### src/rtl/riscv_m_pkg.sv
// Shared RV32M definitions: funct3 encodings, multiply/divide FSM state type, XLEN.
// Latency: n/a (declarations only).
// Backpressure: n/a.
// Contents: XLEN, F3_MUL..F3_REMU, state_t {IDLE, CALC, FIX, DONE}, operand signedness helpers.
package riscv_m_pkg;

  localparam int XLEN = 32;

  localparam logic [2:0] F3_MUL    = 3'b000;
  localparam logic [2:0] F3_MULH   = 3'b001;
  localparam logic [2:0] F3_MULHSU = 3'b010;
  localparam logic [2:0] F3_MULHU  = 3'b011;
  localparam logic [2:0] F3_DIV    = 3'b100;
  localparam logic [2:0] F3_DIVU   = 3'b101;
  localparam logic [2:0] F3_REM    = 3'b110;
  localparam logic [2:0] F3_REMU   = 3'b111;

  typedef enum logic [1:0] {
    IDLE = 2'd0,
    CALC = 2'd1,
    FIX  = 2'd2,
    DONE = 2'd3
  } state_t;

  // MUL is treated as unsigned: the low product word is the same either way.
  function automatic logic isSignedA(input logic [2:0] f);
    return (f == F3_MULH) || (f == F3_MULHSU) || (f == F3_DIV) || (f == F3_REM);
  endfunction

  function automatic logic isSignedB(input logic [2:0] f);
    return (f == F3_MULH) || (f == F3_DIV) || (f == F3_REM);
  endfunction

endpackage

### src/rtl/muldiv_signfix.sv
// Sign correction and result selection for the iterative multiply/divide unit.
// Latency: combinational.
// Backpressure: none; consumed in the FIX state of mul_div_unit.
// Ports: iFunct3 op, iRaw {remainder,quotient} or 64-bit product of magnitudes,
//        iSignA/iSignB latched operand signs, iDivZero/iOverflow special cases, oResult.
// Config: MULDIV_DIV_EN enables the divide/remainder results; otherwise those ops return 0.
module muldiv_signfix
  import riscv_m_pkg::*;
(
  input  logic [2:0]        iFunct3,
  input  logic [2*XLEN-1:0] iRaw,
  input  logic              iSignA,
  input  logic              iSignB,
  input  logic              iDivZero,
  input  logic              iOverflow,
  output logic [XLEN-1:0]   oResult
);

  logic [2*XLEN-1:0] prodFixed;

`ifdef MULDIV_DIV_EN
  logic [XLEN-1:0] quoFixed;
  logic [XLEN-1:0] remFixed;
`else
  logic unusedDivFlags;
  assign unusedDivFlags = iDivZero ^ iOverflow;
`endif

  always_comb begin
    prodFixed = (iSignA ^ iSignB) ? -iRaw : iRaw;
    oResult   = '0;
`ifdef MULDIV_DIV_EN
    // Quotient lives in the low word, remainder in the high word.
    quoFixed  = (iSignA ^ iSignB) ? -iRaw[XLEN-1:0] : iRaw[XLEN-1:0];
    remFixed  = iSignA ? -iRaw[2*XLEN-1:XLEN] : iRaw[2*XLEN-1:XLEN];
`endif
    case (iFunct3)
      F3_MUL:                        oResult = prodFixed[XLEN-1:0];
      F3_MULH, F3_MULHSU, F3_MULHU:  oResult = prodFixed[2*XLEN-1:XLEN];
`ifdef MULDIV_DIV_EN
      F3_DIV, F3_DIVU: begin
        if (iDivZero)       oResult = '1;
        else if (iOverflow) oResult = {1'b1, {(XLEN-1){1'b0}}};
        else                oResult = quoFixed;
      end
      // Divide by zero leaves |A| in the remainder, and the dividend-sign
      // correction turns it back into A, so only overflow needs forcing.
      F3_REM, F3_REMU: begin
        if (iOverflow) oResult = '0;
        else           oResult = remFixed;
      end
`endif
      default: oResult = '0;
    endcase
  end

endmodule

### src/rtl/mul_div_unit.sv
// Iterative RV32M multiply/divide: radix-2 shift-add multiply, restoring divide.
// Latency: fixed 34 cycles start-to-done (32 iterations + FIX + DONE); throughput 1 op / 34 cycles.
// Backpressure: none; iStart is only accepted in IDLE or DONE and ignored while oBusy.
// Ports: iCLK, iRST (async, active-high), iStart, iFunct3, iOperandA, iOperandB,
//        oResult (held until next accepted start), oBusy, oDone (1-cycle pulse).
// Config: define MULDIV_DIV_EN for the divide/remainder datapath; without it, div ops return 0.
module mul_div_unit
  import riscv_m_pkg::*;
(
  input  logic              iCLK,
  input  logic              iRST,
  input  logic              iStart,
  input  logic [2:0]        iFunct3,
  input  logic [XLEN-1:0]   iOperandA,
  input  logic [XLEN-1:0]   iOperandB,
  output logic [XLEN-1:0]   oResult,
  output logic              oBusy,
  output logic              oDone
);

  state_t            state, nextState;
  logic [4:0]        count;
  logic [2*XLEN-1:0] acc;        // product, or {remainder, quotient}
  logic [XLEN-1:0]   opReg;      // |A| multiplicand, or |B| divisor
  logic [2:0]        opFunct3;
  logic              signA, signB;
  logic              divZero, overflow;
  logic              accept;
  logic              aSigned, bSigned;
  logic [XLEN-1:0]   absA, absB;
  logic [XLEN:0]     mulSum;
  logic [2*XLEN-1:0] mulNext;
  logic [XLEN-1:0]   fixResult;

  assign accept  = iStart && ((state == IDLE) || (state == DONE));
  assign aSigned = isSignedA(iFunct3);
  assign bSigned = isSignedB(iFunct3);
  assign absA    = (aSigned && iOperandA[XLEN-1]) ? -iOperandA : iOperandA;
  assign absB    = (bSigned && iOperandB[XLEN-1]) ? -iOperandB : iOperandB;

  // Multiplier sits in the low word and is consumed LSB first while partial
  // sums shift in from the top.
  assign mulSum  = {1'b0, acc[2*XLEN-1:XLEN]} + {1'b0, (acc[0] ? opReg : '0)};
  assign mulNext = {mulSum, acc[XLEN-1:1]};

`ifdef MULDIV_DIV_EN
  logic [XLEN:0]     divShift, divDiff;
  logic [2*XLEN-1:0] divNext;
  logic              divZeroIn, overflowIn;

  // A set borrow bit means the trial subtract failed: keep the shifted remainder.
  assign divShift   = acc[2*XLEN-1:XLEN-1];
  assign divDiff    = divShift - {1'b0, opReg};
  assign divNext    = divDiff[XLEN] ? {divShift[XLEN-1:0], acc[XLEN-2:0], 1'b0}
                                    : {divDiff[XLEN-1:0],  acc[XLEN-2:0], 1'b1};
  assign divZeroIn  = (iOperandB == '0);
  assign overflowIn = ((iFunct3 == F3_DIV) || (iFunct3 == F3_REM)) &&
                      (iOperandA == {1'b1, {(XLEN-1){1'b0}}}) && (iOperandB == '1);
`endif

  always_ff @(posedge iCLK or posedge iRST) begin
    if (iRST) state <= IDLE;
    else      state <= nextState;
  end

  always_comb begin
    nextState = state;
    oBusy     = 1'b0;
    oDone     = 1'b0;
    case (state)
      IDLE: if (iStart) nextState = CALC;
      CALC: begin
        oBusy = 1'b1;
        if (count == 5'd0) nextState = FIX;
      end
      FIX: begin
        oBusy     = 1'b1;
        nextState = DONE;
      end
      DONE: begin
        oDone     = 1'b1;
        nextState = iStart ? CALC : IDLE;
      end
      default: nextState = IDLE;
    endcase
  end

  always_ff @(posedge iCLK or posedge iRST) begin
    if (iRST) begin
      count    <= '0;
      acc      <= '0;
      opReg    <= '0;
      opFunct3 <= '0;
      signA    <= 1'b0;
      signB    <= 1'b0;
      divZero  <= 1'b0;
      overflow <= 1'b0;
      oResult  <= '0;
    end else if (accept) begin
      count    <= 5'd31;
      opFunct3 <= iFunct3;
      signA    <= aSigned & iOperandA[XLEN-1];
      signB    <= bSigned & iOperandB[XLEN-1];
      acc      <= {{XLEN{1'b0}}, (iFunct3[2] ? absA : absB)};
      opReg    <= iFunct3[2] ? absB : absA;
`ifdef MULDIV_DIV_EN
      divZero  <= divZeroIn;
      overflow <= overflowIn;
`endif
    end else if (state == CALC) begin
`ifdef MULDIV_DIV_EN
      acc <= opFunct3[2] ? divNext : mulNext;
`else
      acc <= mulNext;
`endif
      if (count != 5'd0) count <= count - 5'd1;
    end else if (state == FIX) begin
      oResult <= fixResult;
    end
  end

  muldiv_signfix uSignFix (
    .iFunct3   (opFunct3),
    .iRaw      (acc),
    .iSignA    (signA),
    .iSignB    (signB),
    .iDivZero  (divZero),
    .iOverflow (overflow),
    .oResult   (fixResult)
  );

endmodule
### config.mk
export PLATFORM = sky130hd
export DESIGN_NAME = mul_div_unit
export DESIGN_NICKNAME = d
export VERILOG_FILES = /design/src/rtl/riscv_m_pkg.sv /design/src/rtl/muldiv_signfix.sv /design/src/rtl/mul_div_unit.sv
export SDC_FILE = /design/constraint.sdc
export NUM_CORES = 1
export LEC_CHECK = 0
export ABC_CLOCK_PERIOD_IN_PS = 6040
export BUFFER_PORTS_ARGS = -buffer_cell sky130_fd_sc_hd__buf_2
export CELL_PAD_IN_SITES_DETAIL_PLACEMENT = 0
export CELL_PAD_IN_SITES_GLOBAL_PLACEMENT = 2
export CORE_MARGIN = 10
export CORE_UTILIZATION = 36
export DETAILED_ROUTE_END_ITERATION = 10
export PLACE_DENSITY = 0.92
export SLEW_MARGIN = 20
export SYNTH_ARGS = -nofsm -noshare
export SYNTH_HDL_FRONTEND = slang
export SYNTH_SLANG_ARGS = --single-unit
### constraint.sdc
create_clock -name iCLK -period 6.04 [get_ports iCLK]
set_clock_uncertainty 0.2 [all_clocks]
set_input_delay 1.812 -clock iCLK [delete_from_list [all_inputs] [get_ports iCLK]]
set_output_delay 1.812 -clock iCLK [all_outputs]
set_load 0.01 [all_outputs]
== Yosys cells after proc, flatten, opt, wreduce, memory -nomap -nowiden ==
Index checks and enable logic that the tools add are counted.

* Register bits: 140
* Output and inout port bits: 34

* Bitwise operators: 5
* $add $sub $neg: 5
* Mux-type cells: 18
* Equal/unequal tests: 12
* Reduce and logical (&&, ||, !) cells: 20

{| class="wikitable"
|+ Operators by type and width
! kind !! count
|-
| $mux 64 || 3
|-
| $mux 32 || 5
|-
| $neg 32->32 || 2
|-
| $neg 64->64 || 1
|-
| $pmux 32 s2 || 1
|-
| $add 32x32->33 || 1
|-
| $mux 5 || 3
|-
| $eq 3x2->1 const B || 3
|-
| $pmux 2 s4 || 1
|-
| $eq 3x1->1 const B || 2
|-
| $eq 3x3->1 const B || 2
|-
| $logic_or 1x1->1 || 6
|-
| $logic_not 5->1 || 1
|-
| $reduce_bool 5->1 || 1
|-
| $sub 5x1->5 const B || 1
|-
| $eq 2x2->1 const B || 2
|-
| $mux 2 || 2
|-
| $ne 2x2->1 const B || 2
|-
| $reduce_and 2->1 || 2
|-
| $reduce_bool 2->1 || 2
|-
| $logic_and 1x1->1 || 3
|-
| $logic_not 3->1 || 1
|-
| $mux 1 || 3
|-
| $reduce_and 3->1 || 1
|-
| 7 further kinds || 9
|}

== Logic depth before layout (Yosys ltp) ==
Gate-level depths: netlist (run 1).

* Word-level depth: 8
* Mapped depth: 11
* Depth with buffers taken out: 10

== Hierarchy ==
A second synthesis (run 1) with hierarchy kept.

* Cells, all modules: 1,390
* Area, all modules: 11,669.9 um^2

{| class="wikitable"
|+ By module, submodules not included
! module !! area each (um^2) !! seq. area each (um^2) !! times used !! cells each
|-
| mul_div_unit || 9,590.4 || 3,503.4 || 1 || 1,082
|-
| muldiv_signfix || 2,079.5 || 0.0 || 1 || 308
|}

== Worst setup path after synthesis (run 1) ==
No wires, ideal clock.

* Kind: input -> register
* Start: in iOperandB[9]
* End: reg opReg[28]
* Path slack: 1.751 ns
* Data arrival time: 3.947 ns
* Data required time: 5.698 ns
* Stages: 7
* Cells stage by stage: or4_4 > or4b_1 > buf_2 > or3_4 > o41ai_2 > xor2_1 > o221ai_1

* Longest elaborated chain between the ends: 3

{| class="wikitable"
|+ RTL lines
! element !! RTL line !! source
|-
| start: declaration || mul_div_unit.sv:15 || <nowiki>input logic [XLEN-1:0] iOperandB,</nowiki>
|-
| $neg 32->32 || mul_div_unit.sv:39 || <nowiki>assign absB = (bSigned && iOperandB[XLEN-1]) ? -iOperandB : iOperandB;</nowiki>
|-
| $mux 32 || mul_div_unit.sv:39 ||
|-
| $mux 32 || mul_div_unit.sv:105 || <nowiki>opReg <= iFunct3[2] ? absB : absA;</nowiki>
|-
| end signal: assignment || mul_div_unit.sv:105 ||
|-
| end: declaration || mul_div_unit.sv:24 || <nowiki>logic [XLEN-1:0] opReg;</nowiki>
|}

No other way between the ends.
A chain may end at the register's enable or synchronous reset.

== Final worst setup path (run 1) ==
* Start: in iOperandA[3]
* End: reg acc[31]

* Longest elaborated chain between the ends: 4

{| class="wikitable"
|+ RTL lines
! element !! RTL line !! source
|-
| start: declaration || mul_div_unit.sv:14 || <nowiki>input logic [XLEN-1:0] iOperandA,</nowiki>
|-
| $neg 32->32 || mul_div_unit.sv:38 || <nowiki>assign absA = (aSigned && iOperandA[XLEN-1]) ? -iOperandA : iOperandA;</nowiki>
|-
| $mux 32 || mul_div_unit.sv:38 ||
|-
| $mux 32 || mul_div_unit.sv:104 || <nowiki>acc <= {{XLEN{1'b0}}, (iFunct3[2] ? absA : absB)};</nowiki>
|-
| $mux 64 || mul_div_unit.sv:99 || <nowiki>end else if (accept) begin</nowiki>
|-
| end signal: assignment || mul_div_unit.sv:104 ||
|-
| end signal: assignment || mul_div_unit.sv:114 || <nowiki>acc <= mulNext;</nowiki>
|-
| end: declaration || mul_div_unit.sv:23 || <nowiki>logic [2*XLEN-1:0] acc;</nowiki>
|}

No other way between the ends.

==> results of run 1 <==
-- power by group through the flow --
stage | registers (W) | clock network, W | logic (W)
after floorplan | 0.00170 | 0 | 0.00285
after global placement | 0.00193 | 0 | 0.00381
after detailed placement | 0.00195 | 0 | 0.00383
after CTS | 0.00193 | 0.00109 | 0.00385
after global routing | 0.00200 | 0.00113 | 0.00429
final | 0.00195 | 0.00108 | 0.00388
-- final timing paths --
kind	depth (start not counted)	start	to
max	8	iOperandA[3]	acc[31]
min	2	opReg[9]	opReg[9]
max reg2reg	10	acc[0]	oResult[26]
min reg2reg	2	opReg[9]	opReg[9]
max in group asynchronous	3	iRST	opReg[9]
min in group asynchronous	2	iRST	oResult[3]
-- per-layer routing --
metal / track usage (%) / share of wire, % / vias to the layer above
li1: - / - / 5289
met1: 28.8 / 49 / 5236
met2: 28.9 / 42 / 441
met3: 3.08 / 7.1 / 40
met4: 5.04 / 1.6 / 0
met5: 0 / 0 / -
-- kinds of logic (layout without fill, tap and decap cells) --
kind of cell | after synthesis | after routing
mux | 44 | 44
fa+ha+maj | 43 | 43
xor+xnor | 130 | 130
flops | 140 | 140
buf+inv | 127 | 192
compound gates | 423 | 423
simple gates | 515 | 515
-- flip-flops by register name, summed over array words and instances (netlist names) --
name,cells
opFunct3,3
count,5
signB,1
acc,64
opReg,32
state,2
oResult,32
signA,1
-- placed cells by master, fill, tap and decap left out, types with 40 or more instances in the layout --
master   instances
ha_1            41
o21ai_0        108
a21oi_1        108
and2_1          40
xor2_1          64
dfrtp_1        140
nand2_1        154
xnor2_1         65
buf_2          103
inv_1           40
nor2_1         144
-- critical path: stages --
cell     delay (ps)
buf_2           130
nor4_2          580
nand4_1         380
or3_1           490
or4_1           480
a31oi_1         230
o22ai_1         110
a21oi_1         130
-- per-stage QoR --
step	std cells	hold slack, ps
after CTS	1883	268
final	1883	270
after floorplan	1422	230
after global routing	1883	293
after detailed placement	1851	253
after global placement	1851	242
-- layout make-up --
type                    instances  area share, %
multi-input cells            1155           57.7
flip-flops and latches        140           27.5
repair buffers                119           4.98
well taps                     396           3.88
clock buffers                  17           3.33
clock inverters                15           1.35
inverters                      41           1.25
==> flow_metrics.tcl, run 1 <==
set metrics [dict create \
    insertion_delay_ps 440 \
    multi_input_area_um2 7370 \
    worst_setup_path_start_kind "input pin" \
    worst_slew_pin_slew_ps 1010 \
    drt_iter0_drc 1212 \
    synth.mux.area_fraction_pct 3.94 \
    nNetsFinal 1587 \
    synthTopCellsByArea "dfrtp_1 (31%), nand2_1 (5.1%), xnor2_1 (5.1%)" \
    final.period_utilization_pct 69.4 \
    power_density_nw_per_um2 541 \
    route.vias.total 11000 \
    seqCellArea_um2 3500 \
    syn2layout_area_growth_pct 12.4 \
    setup-violations-final 0 \
    path_clk_slew_ps 70 \
    internal-power_w 0.00343 \
    n_antenna_cell 0 \
    syn_nets 1535 \
    p_clk_share_pct 15.6 \
    p_switching_w 0.00348 \
    maxSlewHeadroom_pct 32.7 \
    start_util_pct 36.8 \
    fill_cells 3136 \
    synth_compound_area_share_pct 23.8 \
    fin_ws_ps 1850 \
    leakage_nw 5.45 \
    p_comb_share_pct 56.1 \
    portBuffers 103 \
    drc 0 \
    crit_path_end_kind "flop" \
    routed_wl_mm 38.6 \
    hpwl_mm 30.2 \
    io_pins 104 \
    numCtsBuffers 17 \
    tns_ps 0 \
    arrival_ps 4350 \
    rows 64 \
    grt_pass1_wl_mm 60.7 \
    via_per_inst 5.84 \
    yosys.area_share.simple_pct 22.2 \
    drt.antenna.violating_nets 0 \
    synth_fa_ha_area_share_pct 4.81 \
    max_cap_violations 0 \
    ys.flop_type "dfrtp_1" \
    die_h_um 198 \
    clock-sinks 140 \
    synth.most_common_cell "nand2_1" \
    postCtsHoldBufs 0 \
    synth_cell_type_count 75 \
    synth_top_family_by_area "compound AO/OA/AOI/OAI gates" \
    stdcell_area_um2 12800 \
    hp-class "flop to flop" \
    p_sw_share_pct 50.3 \
    htree_levels 4 \
    synth_warnings 0 \
    gr-total-overflow 0 \
    synthXorXnorAreaFrac_pct 10.0 \
    cts_root_buf "clkbuf_16" \
    async_flop_share_pct 100 \
    path_class "input pin to flop" \
    avgSynthCellArea_um2 7.98 \
    ys_seq_elements 140 \
    ir_worst_vdd_v 0.000247 \
    clock_path_buffers 2 \
    final-max-slew-violation-count 0 \
    grt_pass1_vias 10500 \
    core_um2 30800 \
    max_freq_mhz 239 \
    antenna_found_initial 1 \
    synth_edf_count 0 \
    p_total_w 0.00690 \
    crit_fanout 6 \
    drive_gt1_share_pct 12.1 \
    yosysTopAreaCellShare_pct 30.9 \
    fin_crit_ps 4190 \
    gp_congestion 0.921 \
    yosys.area.top_type "dfrtp_1" \
    fin_util_pct 41.4 \
    finalHoldViolations 0 \
    rsz0062_at_grt "no" \
    placed_area_um2 12200 \
    die_area_um2 39000 \
    wl_per_cell_um 20.5 \
    required_ps 6200 \
    syn_inst 1422 \
    seqPwrFrac_pct 28.3 \
    reg2reg_slack_ps 2050 \
    dp_slack_ps 1420 \
    drt_pass1_iterations 6 \
    yosysSeqAreaShare_pct 30.9 \
    cts_tree "done" \
    die_width_um 198 \
    netlist_area_um2 11300 \
    postCtsSetupBuffers 0 \
    gr-usage-all-layers_pct 19.6 \
    synth_common_cells "nand2_1 (154), nor2_1 (144), dfrtp_1 (140)" \
    status "complete, no violations" \
    cts_resized 0 \
    grt_max_degree 71 \
]
No activity file was read; power rests on OpenSTA's default activity.
==> run 2: changes to the inputs <==
--- a/config.mk
+++ b/config.mk
@@ -5,14 +5,14 @@
 export SDC_FILE = /design/constraint.sdc
 export NUM_CORES = 1
 export LEC_CHECK = 0
-export ABC_CLOCK_PERIOD_IN_PS = 6040
+export ABC_CLOCK_PERIOD_IN_PS = 3450
 export BUFFER_PORTS_ARGS = -buffer_cell sky130_fd_sc_hd__buf_2
 export CELL_PAD_IN_SITES_DETAIL_PLACEMENT = 0
 export CELL_PAD_IN_SITES_GLOBAL_PLACEMENT = 2
 export CORE_MARGIN = 10
-export CORE_UTILIZATION = 36
+export CORE_UTILIZATION = 33
 export DETAILED_ROUTE_END_ITERATION = 10
-export PLACE_DENSITY = 0.92
+export PLACE_DENSITY = 0.89
 export SLEW_MARGIN = 20
 export SYNTH_ARGS = -nofsm -noshare
 export SYNTH_HDL_FRONTEND = slang
==> constraint.sdc (replaced) <==
create_clock -name iCLK -period 3.45 [get_ports iCLK]
set_clock_uncertainty 0.2 [all_clocks]
set_input_delay 1.035 -clock iCLK [delete_from_list [all_inputs] [get_ports iCLK]]
set_output_delay 1.035 -clock iCLK [all_outputs]
set_load 0.01 [all_outputs]
==> run 2 against run 1 <==
  * Via count grew 4.4%
  * Wire length grew 6.4%
  * Largest cell class unchanged
  * Final area grew 8.2%
  * Die area grew 8.1%
  * Hold slack lost 4.5 ps
==> flow_metrics.tcl, run 2 (same netlist as run 1, synthesis figures left out) <==
set metrics [dict create \
    status "complete, no violations" \
    grt_max_degree 58 \
    instances_no_fill 2056 \
    hp-start "opReg[9]" \
    holdWs_ps 266 \
    path_clk_slew_ps 70 \
    final-max-slew-violation-count 0 \
    rr_startpoint "acc[0]" \
    largest_register_ffs 64 \
    tns_ps 0 \
    stdcell_area_um2 13800 \
    worst_slew_pin_slew_ps 914 \
    drt.antenna.violating_nets 0 \
    crit_path_end_kind "flop" \
    crit_fanout 27 \
    die_h_um 205 \
    arrival_ps 3430 \
    hpwl_mm 33.1 \
    postCtsHoldBufs 0 \
    min_delay_worst_endpoint "opReg[9]" \
    rows 67 \
    core_um2 33700 \
    die_area_um2 42200 \
    io_pins 104 \
    reg2reg_slack_ps 170 \
    regMostFlops "acc" \
    final_cell_mix "nand2_1 (154), nor2_1 (144), dfrtp_1 (140)" \
    nNetsFinal 1708 \
    fin_crit_ps 3280 \
    max_freq_mhz 305 \
    leakage_nw 6.06 \
    power_density_nw_per_um2 927 \
    ir_worst_vdd_v 0.000382 \
    fin_util_pct 41.0 \
    cts_root_buf "clkbuf_16" \
    postCtsSetupBuffers 0 \
    numCtsBuffers 17 \
    whs_path_depth 2 \
    routed_wl_mm 41.0 \
    clock-sinks 140 \
    drive_gt1_share_pct 19.0 \
    timing.rr.end "acc[62]" \
    drt_pass1_iterations 6 \
    grt_pass1_wl_mm 63.7 \
    gp_congestion 0.919 \
    gr-total-overflow 0 \
    insertion_delay_ps 430 \
    rsz0062_at_grt "no" \
    drc 0 \
    r2r_cells 10 \
    dp_cells 2024 \
    final.period_utilization_pct 95.0 \
    die_width_um 205 \
    top_regs "acc x64, oResult x32, opReg x32" \
    cts_tree "done" \
    final_common_cell "nand2_1" \
    route.vias.total 11500 \
    cts_resized 0 \
    max_cap_violations 0 \
    maxSlewHeadroom_pct 38.6 \
    portBuffers 103 \
    path_class "flop to flop" \
    finalHoldViolations 0 \
    clock_path_buffers 2 \
    gr-usage-all-layers_pct 19.2 \
    drt_iter0_drc 1041 \
    n_antenna_cell 0 \
    placed_area_um2 13200 \
    syn2layout_area_growth_pct 21.7 \
    setup-violations-final 0 \
    htree_levels 4 \
    antenna_found_initial 0 \
    wl_per_cell_um 20.0 \
    start_util_pct 33.7 \
    required_ps 3600 \
    via_per_inst 5.59 \
    hp-class "flop to flop" \
    worst_setup_path_start_kind "flop" \
    grt_pass1_vias 10800 \
]
[run 2: cell count changes in the layout (fill, tap and decap cells not counted), sizes merged]
cell / before / now
clkinvlp: 2 / 1
bufinv: 1 / 0
buf: 119 / 240
clkinv: 3 / 5
[run 2: report_power, final]
part	leakage, nW	internal [W]	switching [W]	total (W)
Sequential	1.73	0.00238	0.000755	0.00313
Combinational	4.04	0.00308	0.00472	0.00780
Clock	0.293	0.000978	0.000885	0.00186
Total	6.06	0.00644	0.00636	0.0128
[run 2: final cells by class]
| type | instances | area [um2] |
|---|---|---|
| Clock buffer | 17 | 425 |
| Clock inverter | 15 | 171 |
| Fill cell | 3402 | 19900 |
| Inverter | 41 | 158 |
| Multi-Input combinational cell | 1155 | 7380 |
| Sequential cell | 140 | 3500 |
| Tap cell | 448 | 561 |
| Timing Repair Buffer | 240 | 1610 |
[run 2: metal layers]
metal,wire length (um),vias to the layer above,global-route usage [%]
met5,0,-,0
met4,534,0,3.96
met3,3110,36,3.62
met2,17800,460,29.0
met1,19600,5475,27.6
li1,-,5523,-
[run 2: worst max-delay path by stage]
stage | endpoint | startpoint | slack, ps | cells after the start
after floorplan | opReg[28] | iOperandB[9] | -60 | 7
after global placement | opReg[28] | iOperandB[9] | -200 | 7
after detailed placement | opReg[28] | iOperandB[9] | -220 | 7
after CTS | acc[56] | acc[0] | 50 | 10
after global routing | acc[53] | acc[0] | 40 | 11
final | acc[62] | acc[0] | 170 | 10
[run 2: through the flow]
| step | worst slack, ps | total power (W) |
|---|---|---|
| 5_1_grt | 44.1 | 0.0137 |
| 3_3_place_gp | -200 | 0.0107 |
| 6_report | 173 | 0.0128 |
| 4_1_cts | 49.4 | 0.0127 |
| 3_5_place_dp | -223 | 0.0108 |
| 2_1_floorplan | -62.5 | 0.00796 |
[run 2: worst max-delay path: stages (launching register included)]
cell	delay, ps
dfrtp_1	490
buf_12	200
and2_1	170
ha_2	410
nand3_1	110
nor2_1	110
o211ai_1	250
a2111oi_0	680
o31ai_1	160
mux2_2	300
o22ai_1	120
